File: src/rtl/cv32e40p_core_v_xif_pkg.sv
`default_nettype none
// ============================================================================
// Module      : cv32e40p_core_v_xif_pkg
// Description : Shared X-interface types and constants, including the result
//               buffer entry layout and its default depth.
// Revision    : 1.0 - initial release
// ============================================================================
package cv32e40p_core_v_xif_pkg;

  localparam int unsigned X_RESULT_BUF_DEPTH = 2;
  localparam int unsigned X_RESULT_ID_WIDTH  = 4;
  localparam int unsigned X_RESULT_RFW_WIDTH = 32;

  typedef struct packed {
    logic [X_RESULT_ID_WIDTH-1:0]  id;
    logic [X_RESULT_RFW_WIDTH-1:0] data;
    logic [4:0]                    rd;
    logic                          we;
  } x_result_entry_t;

endpackage
`default_nettype wire

File: src/rtl/cv32e40p_x_result_fifo.sv
`default_nettype none
// ============================================================================
// Module      : cv32e40p_x_result_fifo
// Description : Generic DEPTH-entry circular FIFO (power-of-two depth) that
//               also exposes every slot and its valid flag.
// Revision    : 1.0 - initial release
// ============================================================================
module cv32e40p_x_result_fifo
  import cv32e40p_core_v_xif_pkg::*;
#(
  parameter int unsigned DEPTH   = X_RESULT_BUF_DEPTH,
  parameter type         ENTRY_T = x_result_entry_t
) (
  input  logic                       clk_i,
  input  logic                       rst_i,
  input  logic                       push_i,
  input  ENTRY_T                     push_data_i,
  input  logic                       pop_i,
  output ENTRY_T                     head_o,
  output logic                       full_o,
  output logic                       empty_o,
  output logic [$clog2(DEPTH+1)-1:0] count_o,
  output ENTRY_T                     entries_o [DEPTH],
  output logic [DEPTH-1:0]           valid_o
);

  localparam int unsigned PTR_W = $clog2(DEPTH);
  localparam int unsigned CNT_W = $clog2(DEPTH+1);

  ENTRY_T           r_mem [DEPTH];
  logic [PTR_W-1:0] r_wptr;
  logic [PTR_W-1:0] r_rptr;
  logic [CNT_W-1:0] r_count;
  logic             w_push;
  logic             w_pop;

  assign full_o  = (r_count == CNT_W'(DEPTH));
  assign empty_o = (r_count == '0);
  assign count_o = r_count;
  assign head_o  = r_mem[r_rptr];

  assign w_push = push_i & ~full_o;
  assign w_pop  = pop_i & ~empty_o;

  always_ff @(posedge clk_i or posedge rst_i) begin
    if (rst_i) begin
      r_wptr  <= '0;
      r_rptr  <= '0;
      r_count <= '0;
    end else begin
      if (w_push) r_wptr <= r_wptr + 1'b1;
      if (w_pop)  r_rptr <= r_rptr + 1'b1;
      case ({w_push, w_pop})
        2'b10:   r_count <= r_count + 1'b1;
        2'b01:   r_count <= r_count - 1'b1;
        default: r_count <= r_count;
      endcase
    end
  end

  // Payload storage carries no reset; validity is tracked by the pointers.
  always_ff @(posedge clk_i) begin
    if (w_push) r_mem[r_wptr] <= push_data_i;
  end

  for (genvar i = 0; i < DEPTH; i++) begin : g_slot
    logic [PTR_W-1:0] w_off;
    assign w_off        = PTR_W'(i) - r_rptr;
    assign valid_o[i]   = (CNT_W'(w_off) < r_count);
    assign entries_o[i] = r_mem[i];
  end

`ifndef SYNTHESIS
  a_no_push_full: assert property (@(posedge clk_i) disable iff (rst_i) !(push_i && full_o));
`endif

endmodule
`default_nettype wire

File: src/rtl/cv32e40p_x_result_buf.sv
`default_nettype none
// ============================================================================
// Module      : cv32e40p_x_result_buf
// Description : Buffers X-interface coprocessor results and drains them into
//               the spare register-file write port when the core leaves it
//               free. CV32E40P_X_RESULT_BYPASS_EN enables a zero-latency path
//               when the buffer is empty.
// Revision    : 1.0 - initial release
// ============================================================================
module cv32e40p_x_result_buf
  import cv32e40p_core_v_xif_pkg::*;
#(
  parameter int unsigned DEPTH       = X_RESULT_BUF_DEPTH,
  parameter int unsigned X_RFW_WIDTH = 32,
  parameter int unsigned X_ID_WIDTH  = 4
) (
  input  logic                       clk_i,
  input  logic                       rst_i,
  input  logic                       x_result_valid_i,
  output logic                       x_result_ready_o,
  input  logic [X_ID_WIDTH-1:0]      x_result_id_i,
  input  logic [X_RFW_WIDTH-1:0]     x_result_data_i,
  input  logic [4:0]                 x_result_rd_i,
  input  logic                       x_result_we_i,
  input  logic                       core_we_wb_i,
  output logic                       rf_we_o,
  output logic [4:0]                 rf_waddr_o,
  output logic [X_RFW_WIDTH-1:0]     rf_wdata_o,
  output logic                       retire_valid_o,
  output logic                       retire_we_o,
  output logic [4:0]                 retire_rd_o,
  output logic [X_ID_WIDTH-1:0]      retire_id_o,
  output logic [31:0]                rd_pending_o,
  output logic [$clog2(DEPTH+1)-1:0] occupancy_o
);

  typedef struct packed {
    logic [X_ID_WIDTH-1:0]  id;
    logic [X_RFW_WIDTH-1:0] data;
    logic [4:0]             rd;
    logic                   we;
  } entry_t;

  localparam int unsigned CNT_W = $clog2(DEPTH+1);

  entry_t           w_in;
  entry_t           w_head;
  entry_t           w_ret;
  entry_t           w_entries [DEPTH];
  logic [DEPTH-1:0] w_valid;
  logic [CNT_W-1:0] w_count;
  logic             w_full;
  logic             w_empty;
  logic             w_push;
  logic             w_pop;
  logic             w_bypass;
  logic             w_ret_valid;

  assign w_in = '{id: x_result_id_i, data: x_result_data_i, rd: x_result_rd_i, we: x_result_we_i};

  // Ready looks at registered fill only, so a full buffer never accepts even while popping.
  assign x_result_ready_o = ~w_full;

`ifdef CV32E40P_X_RESULT_BYPASS_EN
  assign w_bypass = w_empty & ~core_we_wb_i & x_result_valid_i & ~rst_i;
`else
  assign w_bypass = 1'b0;
`endif

  assign w_push = x_result_valid_i & x_result_ready_o & ~w_bypass;
  assign w_pop  = ~w_empty & ~core_we_wb_i;

  cv32e40p_x_result_fifo #(
    .DEPTH   (DEPTH),
    .ENTRY_T (entry_t)
  ) u_fifo (
    .clk_i       (clk_i),
    .rst_i       (rst_i),
    .push_i      (w_push),
    .push_data_i (w_in),
    .pop_i       (w_pop),
    .head_o      (w_head),
    .full_o      (w_full),
    .empty_o     (w_empty),
    .count_o     (w_count),
    .entries_o   (w_entries),
    .valid_o     (w_valid)
  );

  always_comb begin
    w_ret_valid = w_pop | w_bypass;
    w_ret       = '0;
    if (w_pop)         w_ret = w_head;
    else if (w_bypass) w_ret = w_in;
  end

  // x0 writes are dropped at the port but still retire to the scoreboard.
  assign rf_we_o        = w_ret_valid & w_ret.we & (w_ret.rd != 5'd0);
  assign rf_waddr_o     = w_ret.rd;
  assign rf_wdata_o     = w_ret.data;
  assign retire_valid_o = w_ret_valid;
  assign retire_we_o    = w_ret.we;
  assign retire_rd_o    = w_ret.rd;
  assign retire_id_o    = w_ret.id;
  assign occupancy_o    = w_count;

  always_comb begin
    rd_pending_o = '0;
    for (int i = 0; i < DEPTH; i++) begin
      if (w_valid[i] && w_entries[i].we) rd_pending_o[w_entries[i].rd] = 1'b1;
    end
  end

`ifndef SYNTHESIS
  a_rd_known: assert property (@(posedge clk_i) disable iff (rst_i)
    x_result_valid_i |-> !$isunknown(x_result_rd_i));
`endif

endmodule
`default_nettype wire

File: config.mk
export PLATFORM = sky130hd
export DESIGN_NAME = cv32e40p_x_result_buf
export DESIGN_NICKNAME = d
export VERILOG_FILES = /design/src/rtl/cv32e40p_core_v_xif_pkg.sv /design/src/rtl/cv32e40p_x_result_fifo.sv /design/src/rtl/cv32e40p_x_result_buf.sv
export SDC_FILE = /design/constraint.sdc
export NUM_CORES = 1
export LEC_CHECK = 0
export BUFFER_PORTS_ARGS = -buffer_cell sky130_fd_sc_hd__buf_2
export CAP_MARGIN = 20
export CORE_MARGIN = 2
export CORE_UTILIZATION = 30
export DETAILED_ROUTE_END_ITERATION = 16
export PLACE_DENSITY = 0.59
export SETUP_SLACK_MARGIN = 0.3
export SLEW_MARGIN = 20
export SYNTH_ARGS = -nofsm -noshare
export SYNTH_HDL_FRONTEND = slang
export SYNTH_SLANG_ARGS = --single-unit
export TNS_END_PERCENT = 20
File: constraint.sdc
create_clock -name clk_i -period 7.9 [get_ports clk_i]
set_input_delay 1.58 -clock clk_i [delete_from_list [all_inputs] [get_ports clk_i]]
set_output_delay 1.58 -clock clk_i [all_outputs]
set_load 0.03 [all_outputs]
==> flow_metrics.env, run 1 <==
export IMPL_finalSetupTns_ns=0
export IMPL_async_flop_share=0.0455
export IMPL_power_density_nw_per_um2=368
export IMPL_synth_edff_count=84
export IMPL_h_tree_depth=3
export IMPL_syn_nets=322
export IMPL_wl_met3_um=698
export IMPL_post_route_period_util=0.539
export IMPL_cts_setup_buffers=0
export IMPL_postCtsHoldBufs=0
export IMPL_yosysWarnings=0
export IMPL_nets=443
export IMPL_cts_buffer_depth=2
export IMPL_rrSetupSlack_ns=6.03
export IMPL_grt_ovfl_total=0
export IMPL_peakVddDrop_uv=187
export IMPL_ys_seq_area_frac=0.675
export IMPL_rr_endpoint="u_fifo.count_o[1]"
export IMPL_r2r_start="u_fifo.count_o[1]"
export IMPL_fillers=1267
export IMPL_io_pins=130
export IMPL_min_to="u_fifo.r_wptr"
export IMPL_max_freq_ghz=0.235
export IMPL_numCtsBuffers=9
export IMPL_fin_skew_ns=0.00661
export IMPL_hp_start="u_fifo.r_wptr"
export IMPL_synth_area_sq_um=3880
export IMPL_track_usage=0.128
export IMPL_reg2reg_depth=5
export IMPL_wire_per_inst_um=15.4
export IMPL_antenna_found_initial=1
export IMPL_maxSlewHeadroom=0.473
export IMPL_cts_resized=0
export IMPL_cts_tree="yes"
export IMPL_arrival_ns=2.68
export IMPL_areaGrowthSynthToFinish_pct=28.0
export IMPL_outcome="finished clean"
export IMPL_path_clk_slew_ns=0.06
export IMPL_cp_data_required_time_ns=6.32
export IMPL_cp_max_fo=15
export IMPL_core_area_sq_um=12600
export IMPL_routed_wl_mm=8.83
export IMPL_fin_cells=573
export IMPL_synth_distinct_cells=30
export IMPL_worst_slew_pin_slew_ns=0.791
export IMPL_dp_hpwl_mm=5.95
export IMPL_synth_ff_type="edfxtp_1"
export IMPL_fp_dieW_um=118
export IMPL_die_area_sq_um=13900
export IMPL_min_path_type="reg -> reg"
export IMPL_grt_pass1_vias=2740
export IMPL_drtPass1Iterations=4
export IMPL_critPathKind="in -> out"
export IMPL_synth_top_cell_by_area="edfxtp_1"
export IMPL_cts_root_buf="clkbuf_16"
export IMPL_gp_congestion=0.819
export IMPL_die_h_um=118
export IMPL_met2_length_mm=4.25
export IMPL_synth_cells=275
export IMPL_startpoint_type="primary input"
export IMPL_hold_viol=0
export IMPL_clkLatencyLatePin_ns=0.33
export IMPL_rows=41
export IMPL_drtAntennaViolNets=0
export IMPL_synthesis_area_per_instance_sq_um=14.1
export IMPL_vias=2720
export IMPL_io_buffers=129
export IMPL_drt_iter0_drc=215
export IMPL_synth_top_cell_area_share=0.649
export IMPL_cts_sinks=88
export IMPL_grt_pass1_wl_mm=13.9
export IMPL_route_detailed_drc=0
export IMPL_met1_length_mm=3.75
export IMPL_synth_seq_cells=88
export IMPL_grt_setup_unrepaired="no"
export IMPL_place_inst=557
export IMPL_min_path_cells=1
export IMPL_startpoint="core_we_wb_i"
export IMPL_maxCapViolCount=0
export IMPL_ys_top_cells_by_area="edfxtp_1 65%, mux2i_1 11%, o22ai_1 5.2%, nor2_1 4.6%, dfrtp_1 2.6%"
export IMPL_grt_max_degree=48
export IMPL_n_antenna_cell=0
export IMPL_dr_max_layer_used="met5"
export IMPL_drive_gt1_frac=0.394
export IMPL_leakage_nw=2.06
export IMPL_cp_end_kind="output pin"
export IMPL_maxSlewViolCount=0
export IMPL_timing_final_crit_period_ns=4.26
export IMPL_viasPerCell=4.75
export IMPL_start_util=0.308
export IMPL_finalSetupViolCount=0
-- cell usage in the layout, fill, tap and decap left out, drive strengths merged --
cell,count
a21o,1
a21oi,1
and2b,1
and3,1
buf,132
bufinv,1
clkbuf,11
clkinvlp,2
dfrtp,4
edfxtp,84
ha,1
inv,6
mux2i,42
nand2,3
nand2b,1
nand3,3
nand3b,6
nand4,1
nand4b,2
nor2,48
nor3,1
o2111ai,4
o21bai,1
o22ai,32
o41a,1
or3,2
or3b,4
xnor2,4
xor2,1
-- cells in the mapped netlist (4+ instances only) --
master,instances
clkbuf_1,4
inv_1,4
or3b_2,4
nor2_1,48
o2111ai_2,4
edfxtp_1,84
xnor2_1,4
buf_2,9
mux2i_1,42
dfrtp_1,4
o22ai_1,32
nand3b_1,6
buf_4,6
-- final cells by class --
type | instances | area, sq um | area share
Tap cell | 172 | 215 | 0.0433
Sequential cell | 88 | 2620 | 0.528
Inverter | 4 | 15.0 | 0.00302
Clock inverter | 5 | 62.6 | 0.0126
Clock buffer | 11 | 233 | 0.0468
Timing Repair Buffer | 132 | 681 | 0.137
Multi-Input combinational cell | 161 | 1140 | 0.229
-- worst max path at each step --
| stage | endpoint | slack, ns | depth (start not counted) |
|---|---|---|---|
| floorplan | rf_we_o | 3.61 | 3 |
| global placement | rf_we_o | 3.38 | 5 |
| detailed placement | rf_we_o | 3.64 | 5 |
| CTS | rf_we_o | 3.63 | 5 |
| global route | rf_we_o | 3.58 | 5 |
| finish | rf_we_o | 3.64 | 5 |
-- registers in the layout (all words and copies together), names as in the netlist --
register	cells
u_fifo.r_wptr	1
u_fifo.r_mem	84
u_fifo.count_o	2
u_fifo.r_rptr	1
-- cell families (layout without fill, tap and decap cells) --
logic type	after synthesis	in the layout	share of synthesized area
buf+inv	26	152	0.0345
flops	88	88	0.675
compound gates	40	40	0.0780
xor+xnor	5	5	0.0113
fa+ha+maj	1	1	0.00322
simple gates	73	73	0.0896
mux	42	42	0.108
-- worst max-delay path: stages --
cell      delay (ns)
buf_2           0.07
o21bai_4        0.24
nor2_1          0.16
o41a_1          0.43
buf_2           0.18
-- through the flow --
step	utilization	area (sq um)	setup slack [ns]	total power, mW	hold WS [ns]
finish	0.394	4970	3.64	1.83	0.560
global placement	0.369	4650	3.38	1.42	0.531
floorplan	-	3880	3.61	1.24	0.461
detailed placement	0.370	4670	3.64	1.43	0.546
CTS	0.394	4970	3.63	1.86	0.555
global route	0.394	4970	3.58	1.94	0.593
-- report_power, final --
group          leakage (nW)  internal [mW]  switching (mW)
Sequential            0.826          0.642          0.0604
Combinational          1.09          0.222           0.487
Clock                 0.137          0.247           0.170
Total                  2.06           1.11           0.718
-- metal layers --
metal	vias to the layer above	track usage
li1	1289	-
met1	1282	0.147
met2	134	0.218
met3	13	0.0455
met4	2	0.0512
met5	-	0
Power figures use the tool's default switching activity.
==> run 2, diff against run 1 <==
Settings changed: PLACE_DENSITY 0.59 to 0.61.
Clock period 7.9 ns to 3.65 ns, I/O delays scaled along.
==> flow_metrics.env, run 2 (synthesis gave the netlist of run 1 again) <==
export IMPL_outcome="finished clean"
export IMPL_cp_end_kind="output pin"
export IMPL_intPower_mw=2.32
export IMPL_max_freq_ghz=0.361
export IMPL_cts_buffer_depth=2
export IMPL_seq_power_share=0.398
export IMPL_worst_slew_pin_slew_ns=0.668
export IMPL_antenna_found_initial=1
export IMPL_finalSetupViolCount=0
export IMPL_post_route_period_util=0.759
export IMPL_cp_data_required_time_ns=2.92
export IMPL_cts_tree="yes"
export IMPL_p_clk_frac=0.211
export IMPL_h_tree_depth=3
export IMPL_critPathTopFamily="buffers and inverters"
export IMPL_nets=443
export IMPL_clkLatencyLatePin_ns=0.33
export IMPL_worst_path_max_delay_cell="buf_4"
export IMPL_numCtsBuffers=9
export IMPL_die_area_sq_um=13900
export IMPL_drt_iter0_drc=126
export IMPL_timing_final_crit_period_ns=2.77
export IMPL_postCtsHoldBufs=0
export IMPL_track_usage=0.130
export IMPL_cts_sinks=88
export IMPL_cts_setup_buffers=0
export IMPL_die_h_um=118
export IMPL_start_util=0.308
export IMPL_grt_pass1_vias=2697
export IMPL_min_path_type="in -> async"
export IMPL_fin_skew_ns=0.00609
export IMPL_net_switching_power_mw=1.55
export IMPL_io_buffers=129
export IMPL_routed_wl_mm=8.82
export IMPL_critPathKind="reg -> out"
export IMPL_slowest_delay_ns=0.61
export IMPL_maxCapViolCount=0
export IMPL_core_area_sq_um=12600
export IMPL_grt_max_degree=43
export IMPL_cts_root_buf="clkbuf_16"
export IMPL_fin_ws_ns=0.881
export IMPL_fp_dieW_um=118
export IMPL_startpoint_type="flip-flop"
export IMPL_path_clk_slew_ns=0.06
export IMPL_place_ws_ns=1.18
export IMPL_grt_ovfl_total=0
export IMPL_arrival_ns=2.04
export IMPL_finalSetupTns_ns=0
export IMPL_grt_setup_unrepaired="no"
export IMPL_path_cells="buf_4, mux2i_1, nor2_1, buf_2"
export IMPL_cts_resized=0
export IMPL_power_density_nw_per_um2=784
export IMPL_io_pins=130
export IMPL_gp_congestion=0.794
export IMPL_leakage_nw=2.05
export IMPL_drtPass1Iterations=5
export IMPL_swShare=0.400
export IMPL_final_common_cell="buf_2"
export IMPL_maxSlewHeadroom=0.554
export IMPL_drive_gt1_frac=0.394
export IMPL_peakVddDrop_uv=423
export IMPL_maxSlewViolCount=0
export IMPL_areaGrowthSynthToFinish_pct=27.2
export IMPL_drtAntennaViolNets=0
export IMPL_dp_hpwl_mm=6.07
export IMPL_hold_viol=0
export IMPL_p_comb_frac=0.392
export IMPL_vias=2706
export IMPL_fillers=1234
export IMPL_worst_path_buf_inv=2
export IMPL_viasPerCell=4.71
export IMPL_grt_pass1_wl_mm=14.2
export IMPL_wire_per_inst_um=15.4
export IMPL_top_register="u_fifo.r_mem"
export IMPL_final_cell_mix="129 x buf_2, 84 x edfxtp_1, 47 x nor2_1, 42 x mux2i_1, 32 x o22ai_1"
export IMPL_rows=41
export IMPL_cp_max_fo=37
export IMPL_route_detailed_drc=0
export IMPL_largest_reg_flops=84
run 2: cell count changes in the layout (fill, tap and decap cells not counted), sizes merged:
cell,previous run,this run
clkinv,0,4
bufinv,1,0
clkbuf,11,10
clkinvlp,2,1
diode,0,1
inv,6,5
run 2: through the flow:
| step | hold WS, ns | util | total power, mW | cell area [sq um] | cells |
|---|---|---|---|---|---|
| 2_1_floorplan | 0.479 | - | 2.69 | 3890 | 275 |
| 3_3_place_gp | 0.534 | 0.370 | 3.08 | 4670 | 557 |
| 3_5_place_dp | 0.554 | 0.370 | 3.11 | 4670 | 557 |
| 4_1_cts | 0.253 | 0.391 | 3.94 | 4930 | 573 |
| 5_1_grt | 0.267 | 0.391 | 4.10 | 4940 | 573 |
| 6_report | 0.261 | 0.392 | 3.88 | 4940 | 574 |
run 2: power by group through the flow:
stage | sequential (mW) | clock, mW | combinational, mW
after detailed placement | 1.57 | 0 | 1.54
after global placement | 1.56 | 0 | 1.53
after CTS | 1.55 | 0.842 | 1.55
final | 1.54 | 0.816 | 1.52
after floorplan | 1.49 | 0 | 1.20
after global routing | 1.57 | 0.890 | 1.64
run 2: layer usage:
metal  global-route usage  part of all wire  vias to the layer above
met5                    0            0.0012                        -
met4               0.0595             0.015                        2
met3               0.0383             0.080                       11
met2                0.207              0.47                      124
met1                0.163              0.43                     1274
li1                     -                 -                     1295
run 2: path summary, 6_finish.rpt:
| kind | startpoint | slack, ns | to | cells after the start |
|---|---|---|---|---|
| setup / recovery | u_fifo.r_rptr | 0.88 | rf_wdata_o[29] | 4 |
| hold / removal | rst_i | 0.26 | u_fifo.count_o[0] | 2 |
| setup reg to reg | u_fifo.count_o[1] | 1.60 | u_fifo.count_o[1] | 6 |
| hold reg to reg | u_fifo.r_wptr | 0.57 | u_fifo.r_wptr | 1 |
| max in group asynchronous | rst_i | 3.23 | u_fifo.r_rptr | 2 |
| min in group clk_i | u_fifo.r_wptr | 0.57 | u_fifo.r_wptr | 1 |
run 2: cell type report:
type | count | area, sq um | area share
inverters | 4 | 15.0 | 0.00304
clock inverters | 6 | 35.0 | 0.00709
repair buffers | 132 | 681 | 0.138
flip-flops and latches | 88 | 2620 | 0.531
multi-input cells | 161 | 1140 | 0.231
diodes | 1 | 2.50 | 0.000506
well taps | 172 | 215 | 0.0436
clock buffers | 10 | 229 | 0.0463
==> run 3, diff against run 2 <==
Settings changed: PLACE_DENSITY 0.61 to 0.59.
Clock period 3.65 ns to 2.6 ns, I/O delays scaled along.
==> flow_metrics.env, run 3 (synthesis gave the netlist of run 1 again) <==
export IMPL_nets=459
export IMPL_placed_area_sq_um=4700
export IMPL_drtAntennaViolNets=0
export IMPL_track_usage=0.134
export IMPL_outcome="finished clean"
export IMPL_dr_max_layer_used="met4"
export IMPL_maxSlewViolCount=0
export IMPL_largest_reg_flops=84
export IMPL_min_path_type="in -> async"
export IMPL_cts_tree="yes"
export IMPL_drt_iter0_drc=128
export IMPL_path_cells="and2b_4, o2111ai_4, o22ai_1, buf_4"
export IMPL_top_register="u_fifo.r_mem"
export IMPL_core_area_sq_um=12600
export IMPL_power_density_nw_per_um2=1110
export IMPL_rrSetupSlack_ns=0.78
export IMPL_clkLatencyLatePin_ns=0.33
export IMPL_worst_slew_pin_slew_ns=0.431
export IMPL_finalSetupViolCount=0
export IMPL_cp_data_required_time_ns=2.08
export IMPL_arrival_ns=1.84
export IMPL_cp_depth=4
export IMPL_postCtsHoldBufs=0
export IMPL_fin_ws_ns=0.243
export IMPL_leakage_nw=2.15
export IMPL_fin_cells=588
export IMPL_peakVddDrop_uv=524
export IMPL_cts_root_buf="clkbuf_16"
export IMPL_areaGrowthSynthToFinish_pct=36.2
export IMPL_intPower_mw=3.58
export IMPL_reg2reg_depth=6
export IMPL_wire_per_inst_um=16.0
export IMPL_h_tree_depth=3
export IMPL_n_antenna_cell=0
export IMPL_grt_pass1_wl_mm=14.5
export IMPL_fin_skew_ns=0.00562
export IMPL_fp_dieW_um=118
export IMPL_holdWs_ns=0.0695
export IMPL_final_cell_mix="107 x buf_2, 84 x edfxtp_1, 47 x nor2_1, 42 x mux2i_1, 31 x buf_4"
export IMPL_cts_sinks=88
export IMPL_drive_gt1_frac=0.440
export IMPL_worst_path_max_delay_cell="dfrtp_2"
export IMPL_viasPerCell=4.76
export IMPL_rows=41
export IMPL_vias=2796
export IMPL_routed_wl_mm=9.39
export IMPL_path_clk_slew_ns=0.06
export IMPL_hold_viol=0
export IMPL_wl_met3_um=801
export IMPL_numCtsBuffers=9
export IMPL_place_ws_ns=0.456
export IMPL_critPathKind="reg -> out"
export IMPL_maxCapViolCount=0
export IMPL_maxSlewHeadroom=0.713
export IMPL_final_common_cell="buf_2"
export IMPL_net_switching_power_mw=2.29
export IMPL_met2_length_mm=4.65
export IMPL_worst_path_buf_inv=1
export IMPL_drtPass1Iterations=5
export IMPL_dp_hpwl_mm=6.02
export IMPL_p_comb_frac=0.424
export IMPL_seq_power_share=0.364
export IMPL_power_mw=5.87
export IMPL_fin_util=0.419
export IMPL_cp_max_fo=8
export IMPL_post_route_period_util=0.906
export IMPL_grt_setup_unrepaired="yes"
export IMPL_start_util=0.308
export IMPL_met1_length_mm=3.84
export IMPL_grt_ovfl_total=0
export IMPL_die_area_sq_um=13900
export IMPL_startpoint_type="flip-flop"
export IMPL_stdcell_area_sq_um=5290
export IMPL_cts_buffer_depth=2
export IMPL_io_pins=130
export IMPL_p_clk_frac=0.211
export IMPL_timing_final_crit_period_ns=2.36
export IMPL_route_detailed_drc=0
export IMPL_critPathTopFamily="compound AO/OA/AOI/OAI gates"
export IMPL_grt_max_degree=43
export IMPL_finalSetupTns_ns=0
export IMPL_gp_congestion=0.860
export IMPL_swShare=0.390
export IMPL_max_freq_ghz=0.424
export IMPL_grt_pass1_vias=2854
export IMPL_die_h_um=118
export IMPL_antenna_found_initial=0
export IMPL_cp_end_kind="output pin"
export IMPL_slowest_delay_ns=0.46
export IMPL_place_inst=558
export IMPL_io_buffers=129
## run 3: cell types whose count changed in the layout (fill, tap and decap cells not counted), moves of 4 or more
cell       previous run  this run
buf_2               129       107
buf_4                 2        31
buf_6                 0         4
o2111ai_2             4         0
o2111ai_4             0         4
o22ai_1              32        26
o22ai_2               0         6
## run 3: area by class of cell
cell class / instances / area, sq um
Clock buffer: 10 / 229
Clock inverter: 5 / 58.8
Fill cell: 1249 / 7330
Inverter: 4 / 15.0
Multi-Input combinational cell: 161 / 1220
Sequential cell: 88 / 2630
Tap cell: 172 / 215
Timing Repair Buffer: 148 / 923
## run 3: per-layer routing
layer  up-vias  track usage
li1       1320            -
met1      1332        0.150
met2       135        0.235
met3         9       0.0489
met4         0       0.0459
met5         -            0
## run 3: power by group through the flow
stage                     logic [mW]  registers [mW]  clock network (mW)
after global routing            2.67            2.17                1.33
after detailed placement        2.20            2.20                   0
after CTS                       2.49            2.14                1.28
after floorplan                 1.69            2.09                   0
final                           2.49            2.14                1.24
after global placement          2.20            2.18                   0
## run 3: final timing paths
kind,from,endpoint
max reg2reg,u_fifo.count_o[0],u_fifo.count_o[1]
min,rst_i,u_fifo.r_wptr
min reg2reg,u_fifo.r_wptr,u_fifo.r_wptr
max in group asynchronous,rst_i,u_fifo.count_o[1]
max,u_fifo.r_rptr,rd_pending_o[23]
min in group clk_i,x_result_data_i[1],u_fifo.r_mem[0][7]
## run 3: repair_timing
action / 4_1_cts / 5_1_grt
cloned: 1 / 0
pin swaps: 5 / 5
endpoints found under the setup margin: 74 / 63
buffers inserted: 12 / 2
resized for setup: 23 / 23
